`src/rtl/huffman_bit_aligner.sv`:
```
// ---------------------------------------------------------------------------
// huffman_bit_aligner
//
// Bitstream front-end for the Huffman decoder. Packed IN_W-bit words arrive
// MSB-first and are appended to a left-aligned bit buffer. The top WIN_W
// buffer bits form a lookahead window. The consumer drops 0..WIN_W bits per
// cycle from the front of that window.
//
// Optional feature: define HUFF_ALIGN_STATS_EN to add the total_bits and
// sym_count statistics outputs.
//
// Ports:
//   clk          clock; all state updates on the rising edge
//   rst          asynchronous active-low reset
//   in_data      packed input word; bit IN_W-1 is the first stream bit
//   in_valid     in_data valid
//   in_last      final word of the stream (qualified by in_valid)
//   in_ready     buffer can accept a word this cycle
//   win_data     next WIN_W stream bits, MSB = oldest, zero-padded past data
//   win_valid    window usable
//   avail        number of bits currently held
//   consume      consumer strobe
//   consume_len  number of bits to drop when consume = 1
//   done         last word received and buffer empty
//   err          sticky overconsume error
//   total_bits   (HUFF_ALIGN_STATS_EN) legally consumed bits since reset
//   sym_count    (HUFF_ALIGN_STATS_EN) legal consumes with nonzero length
// ---------------------------------------------------------------------------
module huffman_bit_aligner #(
    parameter int IN_W  = 32,
    parameter int WIN_W = 10,
    parameter int LEN_W = 4,
    parameter int BUF_W = 64,
    parameter int CNT_W = 7
) (
    input  logic             clk,
    input  logic             rst,
    input  logic [IN_W-1:0]  in_data,
    input  logic             in_valid,
    input  logic             in_last,
    output logic             in_ready,
    output logic [WIN_W-1:0] win_data,
    output logic             win_valid,
    output logic [CNT_W-1:0] avail,
    input  logic             consume,
    input  logic [LEN_W-1:0] consume_len,
    output logic             done,
    output logic             err
`ifdef HUFF_ALIGN_STATS_EN
    ,
    output logic [31:0]      total_bits,
    output logic [31:0]      sym_count
`endif
);

    localparam logic [1:0] S_FILL  = 2'd0;
    localparam logic [1:0] S_DRAIN = 2'd1;
    localparam logic [1:0] S_DONE  = 2'd2;

    logic [BUF_W-1:0] bits_q, bits_d;
    logic [CNT_W-1:0] cnt_q, cnt_d;
    logic [1:0]       state_q, state_d;
    logic             err_q, err_d;

    logic [CNT_W-1:0] len_ext;
    logic             overconsume;
    logic             legal;
    logic             accept;
    logic [CNT_W-1:0] shamt;
    logic [CNT_W-1:0] cnt_kept;
    logic [BUF_W-1:0] bits_kept;
    logic [BUF_W-1:0] in_word;

    // Headroom check uses the registered count only, one bit wider so the
    // sum cannot wrap.
    assign in_ready  = (state_q == S_FILL) &&
                       (({1'b0, cnt_q} + (CNT_W+1)'(IN_W)) <= (CNT_W+1)'(BUF_W));
    assign win_data  = bits_q[BUF_W-1 -: WIN_W];
    assign win_valid = (state_q == S_DRAIN) ||
                       ((state_q == S_FILL) && (cnt_q >= CNT_W'(WIN_W)));
    assign avail     = cnt_q;
    assign done      = (state_q == S_DONE);
    assign err       = err_q;

    assign len_ext     = CNT_W'(consume_len);
    assign overconsume = consume && ((len_ext > cnt_q) ||
                                     (consume_len > LEN_W'(WIN_W)));
    assign legal       = consume && !overconsume;
    assign accept      = in_valid && in_ready;

    // An illegal request drops nothing; the shift amount is forced to zero.
    assign shamt     = legal ? len_ext : '0;
    assign cnt_kept  = cnt_q - shamt;
    assign bits_kept = bits_q << shamt;
    assign in_word   = {in_data, {(BUF_W-IN_W){1'b0}}};

    always_comb begin
        bits_d  = bits_kept;
        cnt_d   = cnt_kept;
        state_d = state_q;
        err_d   = err_q | overconsume;
        // Bits below the kept region are zero, so OR-ing the new word in
        // right behind them appends it without masking.
        if (accept) begin
            bits_d = bits_kept | (in_word >> cnt_kept);
            cnt_d  = cnt_kept + CNT_W'(IN_W);
        end
        case (state_q)
            S_FILL:  if (accept && in_last) state_d = S_DRAIN;
            S_DRAIN: if (cnt_d == '0)       state_d = S_DONE;
            default: state_d = S_DONE;
        endcase
    end

    always_ff @(posedge clk or negedge rst) begin
        if (!rst) begin
            bits_q  <= '0;
            cnt_q   <= '0;
            state_q <= S_FILL;
            err_q   <= 1'b0;
        end else begin
            bits_q  <= bits_d;
            cnt_q   <= cnt_d;
            state_q <= state_d;
            err_q   <= err_d;
        end
    end

`ifdef HUFF_ALIGN_STATS_EN
    logic [31:0] total_q, sym_q;

    always_ff @(posedge clk or negedge rst) begin
        if (!rst) begin
            total_q <= '0;
            sym_q   <= '0;
        end else if (legal) begin
            total_q <= total_q + 32'(shamt);
            if (consume_len != '0) sym_q <= sym_q + 32'd1;
        end
    end

    assign total_bits = total_q;
    assign sym_count  = sym_q;
`endif

endmodule

```
`config.mk`:
```
export PLATFORM = sky130hd
export DESIGN_NAME = huffman_bit_aligner
export DESIGN_NICKNAME = d
export VERILOG_FILES = /design/src/rtl/huffman_bit_aligner.sv
export SDC_FILE = /design/constraint.sdc
export NUM_CORES = 1
export LEC_CHECK = 0
export ABC_AREA = 0
export ABC_CLOCK_PERIOD_IN_PS = 8650
export CAP_MARGIN = 20
export CORE_MARGIN = 2
export CORE_UTILIZATION = 40
export DETAILED_ROUTE_END_ITERATION = 10
export PLACE_DENSITY_LB_ADDON = 0.3
export SLEW_MARGIN = 20
export SYNTH_ARGS = -nofsm -noshare
export SYNTH_HDL_FRONTEND = slang
export SYNTH_SLANG_ARGS = --single-unit
export TNS_END_PERCENT = 10
```
`constraint.sdc`:
```
create_clock -name clk -period 8.65 [get_ports clk]
set_clock_uncertainty 0.15 [all_clocks]
set_input_delay 1.2975 -clock clk [delete_from_list [all_inputs] [get_ports clk]]
set_output_delay 1.2975 -clock clk [all_outputs]
set_load 0.02 [all_outputs]
```
# ---- After elaboration in Yosys (flattened, before gate mapping)
# Index checks and enable logic that the tools add are counted.
dict set report totals {
  reg_bits 74
  inputBits 41
  word_cells 37
}
dict set report op_classes {
  n_addsub 3
  order_cmp 4
  n_eq_ne 4
  shifts 2
  n_mux 6
  n_bitwise 2
  reduce_logical 12
}
# cell count
set ops {}
lappend ops {{$mux 64} 1}
lappend ops {{$or 64x64->64} 1}
lappend ops {{$shl 64x4->64} 1}
lappend ops {{$shr 64x7->64} 1}
lappend ops {{$add 7x6->8 const B} 1}
lappend ops {{$le 8x7->1 const B} 1}
lappend ops {{$add 7x6->7 const B} 1}
lappend ops {{$ge 7x4->1 const B} 1}
lappend ops {{$gt 4x7->1} 1}
lappend ops {{$logic_not 7->1} 1}
lappend ops {{$mux 7} 1}
lappend ops {{$sub 7x4->7} 1}
lappend ops {{$logic_and 1x1->1} 6}
lappend ops {{$gt 4x4->1 const B} 1}
lappend ops {{$mux 2} 2}
lappend ops {{$mux 4} 1}
lappend ops {{$ne 2x1->1 const B} 2}
lappend ops {{$pmux 2 s2} 1}
lappend ops {{$eq 2x1->1 const B} 1}
lappend ops {{$eq 2x2->1 const B} 1}
lappend ops {{$logic_not 2->1} 1}
lappend ops {{$logic_or 1x1->1} 2}
lappend ops {{$reduce_and 2->1} 1}
lappend ops {{$logic_not 1->1} 1}
lappend ops {{$or 1x1->1} 1}

# ---- Logic depth before layout (Yosys ltp)
# Gate-level depths: netlist of run 1.
dict set report depth {
  depth_word 12
  depth_mapped 24
  depth_no_buf 16
}

# ---- Worst setup path after synthesis of run 1
# Ideal clock, no wire load.
dict set report synth_path {
  path_type {input-to-reg}
  from {input consume_len[0]}
  to {register bits_q[14]}
  setup_ns 0.126
  arrival_ns 6.789
  t_required_ns 8.374
  path_slack_ns 1.585
  stages 22
  n_path_buf 9
  path_cell_list {clkbuf_1 buf_1 clkbuf_1 clkbuf_1 inv_1 ha_1 or4b_1 o21a_1 buf_6 a211oi_4 inv_2 buf_2 buf_2 ha_1 xor2_1 clkbuf_1 clkbuf_1 mux2i_1 inv_1 mux2i_1 o22ai_1 a221o_1}
}
dict set report synth_between {
  elab_chain_cells 10
}
# item line
set synth_rtl {}
lappend synth_rtl {{from (decl)} 46} ;# input logic [LEN_W-1:0] consume_len,
lappend synth_rtl {{$gt 4x7->1 / $gt 4x4->1 (equally long branches)} {86, 87}}
lappend synth_rtl {{$logic_or 1x1->1} 86} ;# assign overconsume = consume && ((len_ext > cnt_q) ||
lappend synth_rtl {{$logic_and 1x1->1} 86}
lappend synth_rtl {{$logic_not 1->1} 88} ;# assign legal = consume && !overconsume;
lappend synth_rtl {{$logic_and 1x1->1} 88}
lappend synth_rtl {{$mux 4 (*)} 92} ;# assign shamt = legal ? len_ext : '0;
lappend synth_rtl {{$sub 7x4->7} 93} ;# assign cnt_kept = cnt_q - shamt;
lappend synth_rtl {{$shr 64x7->64} 105} ;# bits_d = bits_kept | (in_word >> cnt_kept);
lappend synth_rtl {{$or 64x64->64} 105}
lappend synth_rtl {{$mux 64 (*)} 104} ;# if (accept) begin
lappend synth_rtl {{net bits_d[14]} 60} ;# logic [BUF_W-1:0] bits_q, bits_d;
lappend synth_rtl {{to (signal assigned)} 122} ;# bits_q <= bits_d;
lappend synth_rtl {{to (decl)} 60}
# Mark *: on every way through the listed nets, which the timed path passes. The rest lies on a longest branch.
# A chain may end at the register's enable or synchronous reset.

# ---- Worst setup path after layout of run 1
dict set report layout_path {
  from {input consume_len[3]}
  to {register bits_q[8]}
}
# Same word-level chain as after synthesis.

==> impl.org, run 1 <==
** Setup path
- The worst setup path is captured at a flip-flop.
- Critical-path maximum fanout :: 14
- Walking the worst path, the cells encountered are clkdlybuf4s50_1 > ha_1 > nand3_1 > o221a_2 > o21ai_1 > inv_1 > ha_2 > fa_2 > nand2b_1 > a21oi_1 > xnor2_2 > inv_1 > nand3_1 > nor2_1 > nand2_1 > o221ai_1.
- Master of the slowest instance on the critical path :: sky130_fd_sc_hd__nor2_1
- Total buffers and inverters traversed by the critical path :: 3
- Setup CP Type :: input port to flip-flop
- Arrival time worst endpoint :: 6930 ps
- Maximum single-stage delay on the critical path :: 870 ps
- Required @ worst endpoint :: 8760 ps
- Setup crit start kind :: input port
- Top cell family by delay on the critical path :: simple AND/OR/NAND/NOR gates

** Clocking
- Number of buffers inserted by post-CTS setup repair :: 0
- Clock tree from TritonCTS :: done
- Master cell of the clock root buffer :: sky130_fd_sc_hd__clkbuf_16
- Buffers inserted during clock tree synthesis total 9.
- Number of buffers added to fix hold violations after cts :: 0
- Clock-pin slew was measured on the worst setup and hold paths at 60 ps.
- Post-CTS repair changed the size of 0 cells.
- In this run the number of H-tree levels came out at 3.
- The clock passes through at most 2 buffers.
- For this design, the sink count on the clock tree is 74.
- Clock insertion delay at the later pin of the skew report :: 350 ps

** Logic synthesis
- Area of the mapped netlist :: 8230 sq um
- Most instantiated library cell after synthesis :: sky130_fd_sc_hd__nand2_1
- Sequential cells were found to cover 22.5% of the synthesized design area.
- In this run the mean area of a mapped cell was 8.05 sq um.
- Asr flop ratio synth :: 100%
- The synthesized design spends more area on one cell type than any other, namely sky130_fd_sc_hd__dfrtp_1.
- The share of synthesized area in the top cell type comes to 22.5%.
- Synthesis produced a netlist with a net count of 1,074.
- In this run, synthesis inferred 0 flip-flops with an integrated enable.
- In the post-synthesis netlist, the biggest area contributors are sky130_fd_sc_hd__dfrtp_1 (22%), sky130_fd_sc_hd__mux2i_1 (12%), sky130_fd_sc_hd__mux2_2 (6.2%).
- After technology mapping, the gate count stands at 1,022.
- Count of different cell masters after synthesis :: 76
- During synthesis, Yosys emitted a total of 0 warnings.
- The commonest cells after synthesis are sky130_fd_sc_hd__nand2_1 (115), sky130_fd_sc_hd__nor2_1 (104), sky130_fd_sc_hd__mux2i_1 (98).
- Counting flops and latches in the post-synthesis netlist gives 74.
- Most instantiated flip-flop cell in the synthesis netlist :: sky130_fd_sc_hd__dfrtp_1

** Global routing
- Antenna violations before repair :: 0
- Entering global routing, the biggest net connects 75 pins.
- Global routing finished with a remaining overflow of 0.
- Overall track demand over capacity in global routing :: 29.9%
- Wire length of the first global-routing pass :: 50,100 microns
- The number of global-route vias before repair came to 8,281.

** Placement
- The wire-length estimate of the detail-placed layout is 24,000 microns.
- The count of buffers added on input and output ports is 61.
- At the end of routability-driven placement, the weighted congestion stood at 0.985.

** Power
- Total power per unit cell area :: 476 nW/um^2
- Static leakage :: 3.74 nW
- Max IR drop VDD :: 0.000292 V
- Power comes to 4.44 mW.

** Floorplanning
- Number of core rows :: 52
- Measured along the y axis, the die boundary spans 147 microns.
- Area enclosed by the die boundary :: 21,700 sq um
- In this run the count of I/O pins placed on the die edge is 62.
- Measured along the x axis, the die boundary spans 147 microns.
- For this configuration, the core starts out at a cell density of 40.7%.
- Placeable core region :: 20,200 sq um

** STA
- Post-layout min period :: 6830 ps
- The number of hold violations in the final report came to 0.
- In the finished design, the share of the clock period the worst path needs comes to 78.9%.
- Max-slew violation total from the final report :: 0
- Across all hold checks on the routed design, the worst slack comes to 315 ps.
- Setup total negative slack on the finished layout was measured at 0 ps.
- Worst slew pin tran :: 1100 ps
- RSZ-0062 raised after global routing :: false
- Derived from the worst setup path, the maximum achievable clock frequency is 0.147 GHz.
- Setup violations remaining at the end of the flow were counted as 0.
- Headroom to the max-slew limit :: 26.4%

** Layout
- Compared with the post-synthesis result, the final layout area differs by 13.2%.
- Of the cells placed in the final design, the portion with a size suffix greater than 1 is 12.6%.
- For this run, the post-layout net count is 1,081.
- The number of antenna diodes in the final layout is 0.
- Counting the fill cells in the layout gives 2,043.

** Status
- Run status :: finished clean

** Flow run
- Number of maximum-capacitance constraint violations :: 0

** Drt
- Avg WL per Cell :: 25.1 microns
- Final routed DRC violation total :: 0
- For this block, the routed nets add up to 32,700 microns of wire.
- First-pass iteration count of the detailed router :: 5
- Average vias per placed instance :: 6.74
- ANT nets after route :: 0
- Routed vias :: 8,782
- For this block, the initial DRC count from the detailed router was 1,122.

** Hold path
- The path class of the tightest hold or removal check is flip-flop to flip-flop.
report_power, final:
group          switching [mW]  internal, mW  total (mW)
Combinational            2.13          1.19        3.32
Sequential              0.212         0.502       0.714
Clock                   0.157         0.245       0.403
Total                    2.50          1.94        4.44
cells in the final DEF, fill, tap and decap left out, drive strengths merged, types with 6 or more instances in the layout:
master         instances
a211o                  9
nand3                 27
ha                    10
nor2b                  6
a31oi                  8
nor2                 104
mux4                  20
a32oi                  7
nand2b                 7
a2bb2oi                6
nor3                  20
buf                   28
a21o                   7
dfrtp                 74
clkdlybuf4s50         59
a22oi                 31
a211oi                13
mux2i                 98
o211ai                18
nor4                   6
o2bb2ai               13
o22ai                 43
o21ai                 57
and3                   7
o221ai                17
nand2                116
and2                   6
a21oi                 57
mux2                  45
clkbuf                13
inv                   25
a22o                   6
through the flow:
stage / std cells / utilization (%) / setup WS (ps) / area [sq um]
finish: 1303 / 46.0 / 1820 / 9320
global route: 1303 / 46.0 / 1480 / 9320
floorplan: 1022 / - / 1590 / 8230
global placement: 1287 / 44.4 / 1690 / 8980
CTS: 1302 / 45.9 / 2010 / 9290
detailed placement: 1287 / 44.4 / 1640 / 8980
routing by layer:
layer / vias to the layer above / routed length (microns) / track usage (%)
met4: 0 / 1140 / 10.8
li1: 3908 / - / -
met1: 4239 / 13800 / 42.6
met3: 86 / 3210 / 5.68
met5: - / 0 / 0
met2: 549 / 14500 / 45.3
sequential cells by signal, summed over array words and instances, names as in the netlist:
signal / count
avail: 7
bits_q: 64
err: 1
state_q: 2
cell type report:
type	instances	area, sq um	share of cell area, %
Clock buffer	13	270	2.90
Sequential cell	74	1850	19.9
Timing Repair Buffer	87	821	8.81
Tap cell	270	338	3.63
Inverter	27	101	1.09
Clock inverter	2	35.0	0.376
Multi-Input combinational cell	830	5900	63.3
logic make-up after synthesis:
group | count (synthesis) | synth area share [%]
AO/OA/AOI/OAI | 337 | 28.5
XOR/XNOR | 5 | 0.532
adder cells (fa/ha/maj) | 11 | 1.76
buffers and inverters | 118 | 6.32
flip-flops | 74 | 22.5
multiplexers | 163 | 23.5
AND/OR/NAND/NOR | 314 | 16.8
final timing paths:
path                                startpoint         end  depth (start not counted)  slack (ps)
worst max-delay path            consume_len[3]   bits_q[8]                         16        1820
worst min-delay path                       err         err                          1         320
worst max register to register        avail[2]   bits_q[8]                         16        2980
worst min register to register             err         err                          1         320
max in group asynchronous                  rst  bits_q[30]                          2        7050
min in group asynchronous                  rst  bits_q[54]                          1         680
No activity file was read; power rests on OpenSTA's default activity.
==> run 2, diff against run 1 <==
--- a/config.mk
+++ b/config.mk
@@ -6,7 +6,7 @@
 export NUM_CORES = 1
 export LEC_CHECK = 0
 export ABC_AREA = 0
-export ABC_CLOCK_PERIOD_IN_PS = 8650
+export ABC_CLOCK_PERIOD_IN_PS = 5500
 export CAP_MARGIN = 20
 export CORE_MARGIN = 2
 export CORE_UTILIZATION = 40
==> constraint.sdc (replaced) <==
create_clock -name clk -period 5.5 [get_ports clk]
set_clock_uncertainty 0.15 [all_clocks]
set_input_delay 0.825 -clock clk [delete_from_list [all_inputs] [get_ports clk]]
set_output_delay 0.825 -clock clk [all_outputs]
set_load 0.02 [all_outputs]
==> run 2 against run 1 <==
Compared with the run above: global-route usage up 1.5 points; largest cell class unchanged; core utilization up 2.3 points; first-iteration DRC count grew 2.2%; wire length grew 4.2%; clock power increased by 81%.
==> impl.org, run 2 (synthesized netlist as in run 1, its figures left out) <==
** Setup path
- The largest individual stage delay along the critical path comes from the cell sky130_fd_sc_hd__fa_2.
- In this run the register-to-register setup slack is 680 ps.
- STA classifies the critical path endpoint as a flip-flop.
- Along the worst path, the maximum fanout reaches 18.
- The worst register-to-register path has a depth of 16.
- Walking the worst path, the cells encountered are clkdlybuf4s50_1 > ha_1 > nand3_1 > o221a_2 > o21ai_1 > inv_1 > ha_2 > fa_2 > buf_12 > buf_4 > mux4_2 > mux2i_1 > mux2i_1 > a21oi_1 > nor2_1 > or3_1.
- In this design, the stage delay of the slowest critical-path cell is 730 ps.
- Setup crit start kind :: input port
- At the worst endpoint, the arrival time is 5250 ps.
- Beginning of the worst register-to-register path :: avail[1]
- The critical path crosses 16 cells after its start point.
- The critical path in this run is classified as input port to flip-flop.
- Total buffers and inverters traversed by the critical path :: 4
- The worst register-to-register path ends at bits_q[40].
- Top cell family by delay on the critical path :: adder cells
- STA puts the critical path data required time at 5580 ps.
- Most frequent cell on the critical path :: sky130_fd_sc_hd__mux2i_1

** Clocking
- Number of buffers added by the clock tree synthesis step :: 9
- Total of cells resized after clock tree synthesis :: 0
- Clock latency on the worst-skew pair, taken at its later pin, is 350 ps.
- The tree is rooted in a sky130_fd_sc_hd__clkbuf_16.
- Clock tree from TritonCTS :: done
- In this run the number of H-tree levels came out at 3.
- Clock-pin slew was measured on the worst setup and hold paths at 70 ps.
- Number of buffers added to fix hold violations after cts :: 0
- Number of buffers inserted by post-CTS setup repair :: 0
- The longest clock path from root to sink contains 2 buffers.
- The tree built by TritonCTS fans out to 74 sinks.

** Global routing
- Global routing finished with a remaining overflow of 0.
- Overall track demand over capacity in global routing :: 31.4%
- Entering global routing, the biggest net connects 75 pins.
- Antenna violations before repair :: 0
- Wire length of the first global-routing pass :: 52,400 microns
- Via count of the first global-routing pass :: 8,531

** Drt
- DR top layer :: met4
- First-pass iteration count of the detailed router :: 8
- Routed vias :: 8,961
- Sum of routed wire segments on met1 :: 14,200 microns
- For this run, design rule violations remaining after detail routing come to 0.
- Routed wl met3 :: 3460 microns
- Amount of wire on met2 after detailed routing :: 14,900 microns
- Total routed wirelength :: 34,100 microns
- Number of DRC violations after detailed-routing iteration 0 :: 1,147
- In the final routed layout, each cell accounts on average for 25.2 microns.
- Average vias per placed instance :: 6.64
- The detail route stage leaves a number of antenna-violating nets equal to 0.

** Flow run
- The tool flagged a number of max-cap violations equal to 0.

** STA
- Max-slew violation total from the final report :: 0
- The final critical path takes up 94.0% of the cycle.
- Hold timing on the final database bottoms out at a slack of 304 ps.
- Headroom to the max-slew limit :: 23.6%
- Derived from the worst setup path, the maximum achievable clock frequency is 0.193 GHz.
- Post-layout min period :: 5170 ps
- The number of hold violations in the final report came to 0.
- Final critical-path setup slack :: 328 ps
- After routing, the total negative slack on setup checks comes to 0 ps.
- Setup violations remaining at the end of the flow were counted as 0.
- Worst slew pin tran :: 1130 ps
- RSZ-0062 raised after global routing :: false

** Floorplanning
- Placeable core region :: 20,200 sq um
- Number of placed I/O pins :: 62
- Die span in y :: 147 microns
- Number of core rows :: 52
- The die is 147 microns wide.
- The initial utilization of the core area, before any placement, comes to 40.7%.
- Area enclosed by the die boundary :: 21,700 sq um

** Layout
- Register bank with the most flops :: bits_q
- The post-route netlist has 16.8% of its cells at a drive strength greater than 1.
- The library cell used most frequently in the layout, excluding fill and tap cells, is sky130_fd_sc_hd__nand2_1.
- After filler insertion, the fill cell instance count of the layout stands at 2,007.
- At the end of the flow the core is filled with cells to 48.3%.
- Count of nets after finishing :: 1,127
- In the layout the commonest cells are sky130_fd_sc_hd__nand2_1 (115), sky130_fd_sc_hd__nor2_1 (102), sky130_fd_sc_hd__mux2i_1 (98).
- Max FFs per register :: 64
- The number of antenna diodes in the final layout is 0.
- Relative area change from synthesis to final layout :: 18.9%

** Power
- Total power draw :: 7.51 mW
- Static leakage :: 3.99 nW
- Power spread over the standard cell area amounts to 768 nW/um^2.
- VDD sags by at most 0.000651 V.

** Placement
- Gp weighted congestion :: 1.00
- Timing analysis after detailed placement gives a worst setup slack of 20.9 ps.
- Buffers placed on the I/O ports in this run total 61.
- DP HPWL :: 25,900 microns

** Hold path
- The path class of the tightest hold or removal check is flip-flop to flip-flop.
- Start point of the worst hold path :: err
- Cell count of the worst hold path :: 1
- The worst hold path terminates at err.

** Status
- Run status :: finished clean
run 2: changes by cell type in the layout (fill, tap and decap cells not counted), sizes merged:
cell / before / now
clkinv: 3 / 4
buf: 28 / 74
inv: 25 / 26
clkbuf: 13 / 10
bufinv: 1 / 3
run 2: how the worst max path moves through the flow:
stage / slack (ps) / to / start
after detailed placement: 20 / bits_q[40] / consume_len[2]
final: 330 / bits_q[40] / consume_len[2]
after global placement: 110 / bits_q[40] / consume_len[2]
after global routing: 100 / bits_q[40] / consume_len[2]
after CTS: 390 / bits_q[40] / consume_len[2]
after floorplan: 10 / state_q[0] / consume_len[0]
run 2: final cells by class:
class	instances	area (sq um)	share of cell area (%)
sequential	74	1850	18.9
multi-input combinational	830	5940	60.7
tap	270	338	3.45
inverter	27	101	1.04
timing repair buffer	133	1200	12.3
clock buffer	10	239	2.44
clock inverter	6	113	1.15
run 2: worst reg2reg max path, delay by kind of cell, from the launching register on:
kind                       cells  cell delay (ps)
AOI/OAI and AO/OA              3              840
adders and majority gates      3             1250
muxes                          3              790
buffers and inverters          4              660
and+or+nand+nor                3              600
DFF                            1              420
run 2: layer usage:
metal | track usage, % | up-vias
met3 | 6.27 | 116
met1 | 43.8 | 4277
met5 | 0 | -
met2 | 47.6 | 578
li1 | - | 3990
met4 | 12.9 | 0
run 2: stage by stage:
| step | cell area [sq um] | cells |
|---|---|---|
| floorplan | 8340 | 1022 |
| global placement | 9430 | 1334 |
| detailed placement | 9430 | 1334 |
| CTS | 9780 | 1350 |
| global route | 9780 | 1350 |
| finish | 9780 | 1350 |
run 2: power by group:
group | switching (mW) | internal, mW
Combinational | 3.39 | 2.26
Clock | 0.272 | 0.458
Sequential | 0.347 | 0.789
==> run 3, diff against run 2 <==
--- a/config.mk
+++ b/config.mk
@@ -7,7 +7,8 @@
 export LEC_CHECK = 0
 export ABC_AREA = 0
 export ABC_CLOCK_PERIOD_IN_PS = 5500
-export CAP_MARGIN = 20
+export CAP_MARGIN = 30
+export CORE_ASPECT_RATIO = 0.5
 export CORE_MARGIN = 2
 export CORE_UTILIZATION = 40
 export DETAILED_ROUTE_END_ITERATION = 10
==> run 3 against run 2 <==
Compared with the run above: sequential power is essentially flat; sequential share of layout area shrank 0.13 points; largest cell class unchanged; flip-flop and latch count is the same; clock power shrank 10%; cell count grew 1.0%.
==> impl.org, run 3 (synthesized netlist as in run 1, its figures left out) <==
** Floorplanning
- Die extent in x :: 207 microns
- Area enclosed by the die boundary :: 21,800 sq um
- Die span in y :: 105 microns
- Row generation in the floorplan step produced 37 rows.
- Number of placed I/O pins :: 62
- For this configuration, the core starts out at a cell density of 40.4%.
- The core region is 20,400 sq um.

** Drt
- Final routed DRC violation total :: 0
- Average vias per placed instance :: 6.76
- The routed design has 37,300 microns of wire.
- In this run, the number of DRC markers left after iteration 0 of detailed routing was 1,233.
- The first detailed-routing pass ran for 5 iterations.
- Once detail routing completed, the nets flagged for antenna violations numbered 0.
- Routed vias :: 9,220
- In the final routed layout, each cell accounts on average for 27.4 microns.

** Hold path
- The min-delay analysis places its worst path in the category input port to asynchronous set/reset pin.

** Global routing
- The first global-routing pass estimated 54,800 microns of wire.
- Overall track demand over capacity in global routing :: 34.2%
- After global routing the overflow that remains totals 0.
- The number of antenna violations at the first check in global routing is 0.
- Largest net degree at the start of global routing :: 66
- Via count of the first global-routing pass :: 8,367

** Layout
- In the final layout, the share of cells above drive strength 1 is 17.6%.
- Antenna diode instance count :: 0
- In the layout the commonest cells are sky130_fd_sc_hd__nand2_1 (115), sky130_fd_sc_hd__nor2_1 (102), sky130_fd_sc_hd__mux2i_1 (98).
- Max FFs per register :: 64
- Register bank with the most flops :: bits_q
- After the last flow step, the layout net total stands at 1,138.
- Leaving out fill and tap cells, the most frequent cell in the layout is sky130_fd_sc_hd__nand2_1.
- From synthesis to final layout, the design area changed by 19.7%.

** Placement
- Gp weighted congestion :: 0.968
- DP HPWL :: 28,200 microns
- Port Buf Inserts :: 61
- Timing analysis after detailed placement gives a worst setup slack of 37.2 ps.

** Setup path
- Setup crit start kind :: input port
- Data arrives at the worst endpoint at 5250 ps.
- Critical-path maximum fanout :: 39
- Setup CP Type :: input port to flip-flop
- The worst setup path is captured at a flip-flop.
- STA puts the critical path data required time at 5590 ps.

** STA
- The final max-slew violation count is 0.
- Final worst path period share :: 93.9%
- Final critical-path setup slack :: 335 ps
- Number of setup violations in the final report :: 0
- The routed design could run at a clock period as short as 5160 ps.
- In the final timing run, aggregate negative setup slack is 0 ps.
- The number of hold violations in the final report came to 0.
- Worst slew pin tran :: 890 ps
- Max Clk Rate :: 0.194 GHz
- Setup repair after global routing left no endpoint under its margin.
- Measured against its own limit, the worst slew margin works out to 40.5%.

** Power
- For this design the static power due to leakage is 4.04 nW.
- Total power per unit cell area :: 803 nW/um^2
- VDD sags by at most 0.000736 V.

** Clocking
- Clock insertion delay at the later pin of the skew report :: 360 ps
- Clock tree from TritonCTS :: done
- Number of buffers added by the clock tree synthesis step :: 9
- Counting along the longest clock path gives a buffer depth of 2.
- In this run the number of H-tree levels came out at 3.
- The clock drives 74 sinks.
- In this run, post-CTS hold repair placed 0 buffers.
- The number of setup buffers added after CTS is 0.
- Reg clk slew, reported paths :: 70 ps
- Master cell of the clock root buffer :: sky130_fd_sc_hd__clkbuf_16
- The number of gates resized after CTS was 0.

** Status
- The flow ran to the end, and the final reports show no timing, DRC or antenna violations.

** Flow run
- Number of maximum-capacitance constraint violations :: 0
-- run 3: stage by stage --
stage                     utilization, %  instances  power [mW]  cell area [sq um]  hold WS, ps
final                               48.4       1364        7.91               9850          146
after global routing                48.4       1364        8.19               9850          144
after CTS                           48.3       1363        7.61               9830          145
after detailed placement            46.7       1347        6.95               9520          325
after global placement              46.7       1347        6.96               9520          322
after floorplan                        -       1022        4.54               8340          379
-- run 3: layer usage --
layer	GRT usage, %	wire length, microns	vias up
li1	-	-	4025
met1	51.1	16700	4494
met2	44.4	14500	648
met3	15.2	5530	53
met4	6.53	620	0
met5	0	0	-
-- run 3: worst max-delay path, stage by stage --
cell and delay [ps]:
sky130_fd_sc_hd__clkdlybuf4s50_1 450, sky130_fd_sc_hd__ha_1 330, sky130_fd_sc_hd__nand3_1 160, sky130_fd_sc_hd__o221a_2 330
sky130_fd_sc_hd__o21ai_1 180, sky130_fd_sc_hd__inv_1 150, sky130_fd_sc_hd__ha_2 230, sky130_fd_sc_hd__fa_2 560
sky130_fd_sc_hd__buf_12 230, sky130_fd_sc_hd__mux4_2 360, sky130_fd_sc_hd__nand2_1 80, sky130_fd_sc_hd__nand2_1 90
sky130_fd_sc_hd__mux2i_1 500, sky130_fd_sc_hd__mux2i_1 370, sky130_fd_sc_hd__a221o_1 380
-- run 3: path summary, 6_finish.rpt --
path                                 from          to  slack, ps  cells past startpoint
max in group asynchronous             rst  bits_q[32]       4130                      3
min reg2reg                           err         err        350                      1
min                                   rst    avail[5]        150                      1
min in group clk                      err         err        350                      1
max                        consume_len[3]  bits_q[36]        340                     15
max reg2reg                      avail[0]  bits_q[57]        560                     15
-- run 3: power breakdown --
group	internal, mW	switching, mW	leakage [nW]	total [mW]
clock	0.379	0.274	0.153	0.654
combinational	2.34	3.76	3.01	6.10
sequential	0.789	0.371	0.879	1.16
-- run 3: layout make-up --
type,instances,area [sq um]
flip-flops and latches,74,1850
multi-input cells,830,5940
well taps,273,342
repair buffers,144,1300
clock inverters,5,60.1
fillers,2046,10500
inverters,27,101
clock buffers,11,253
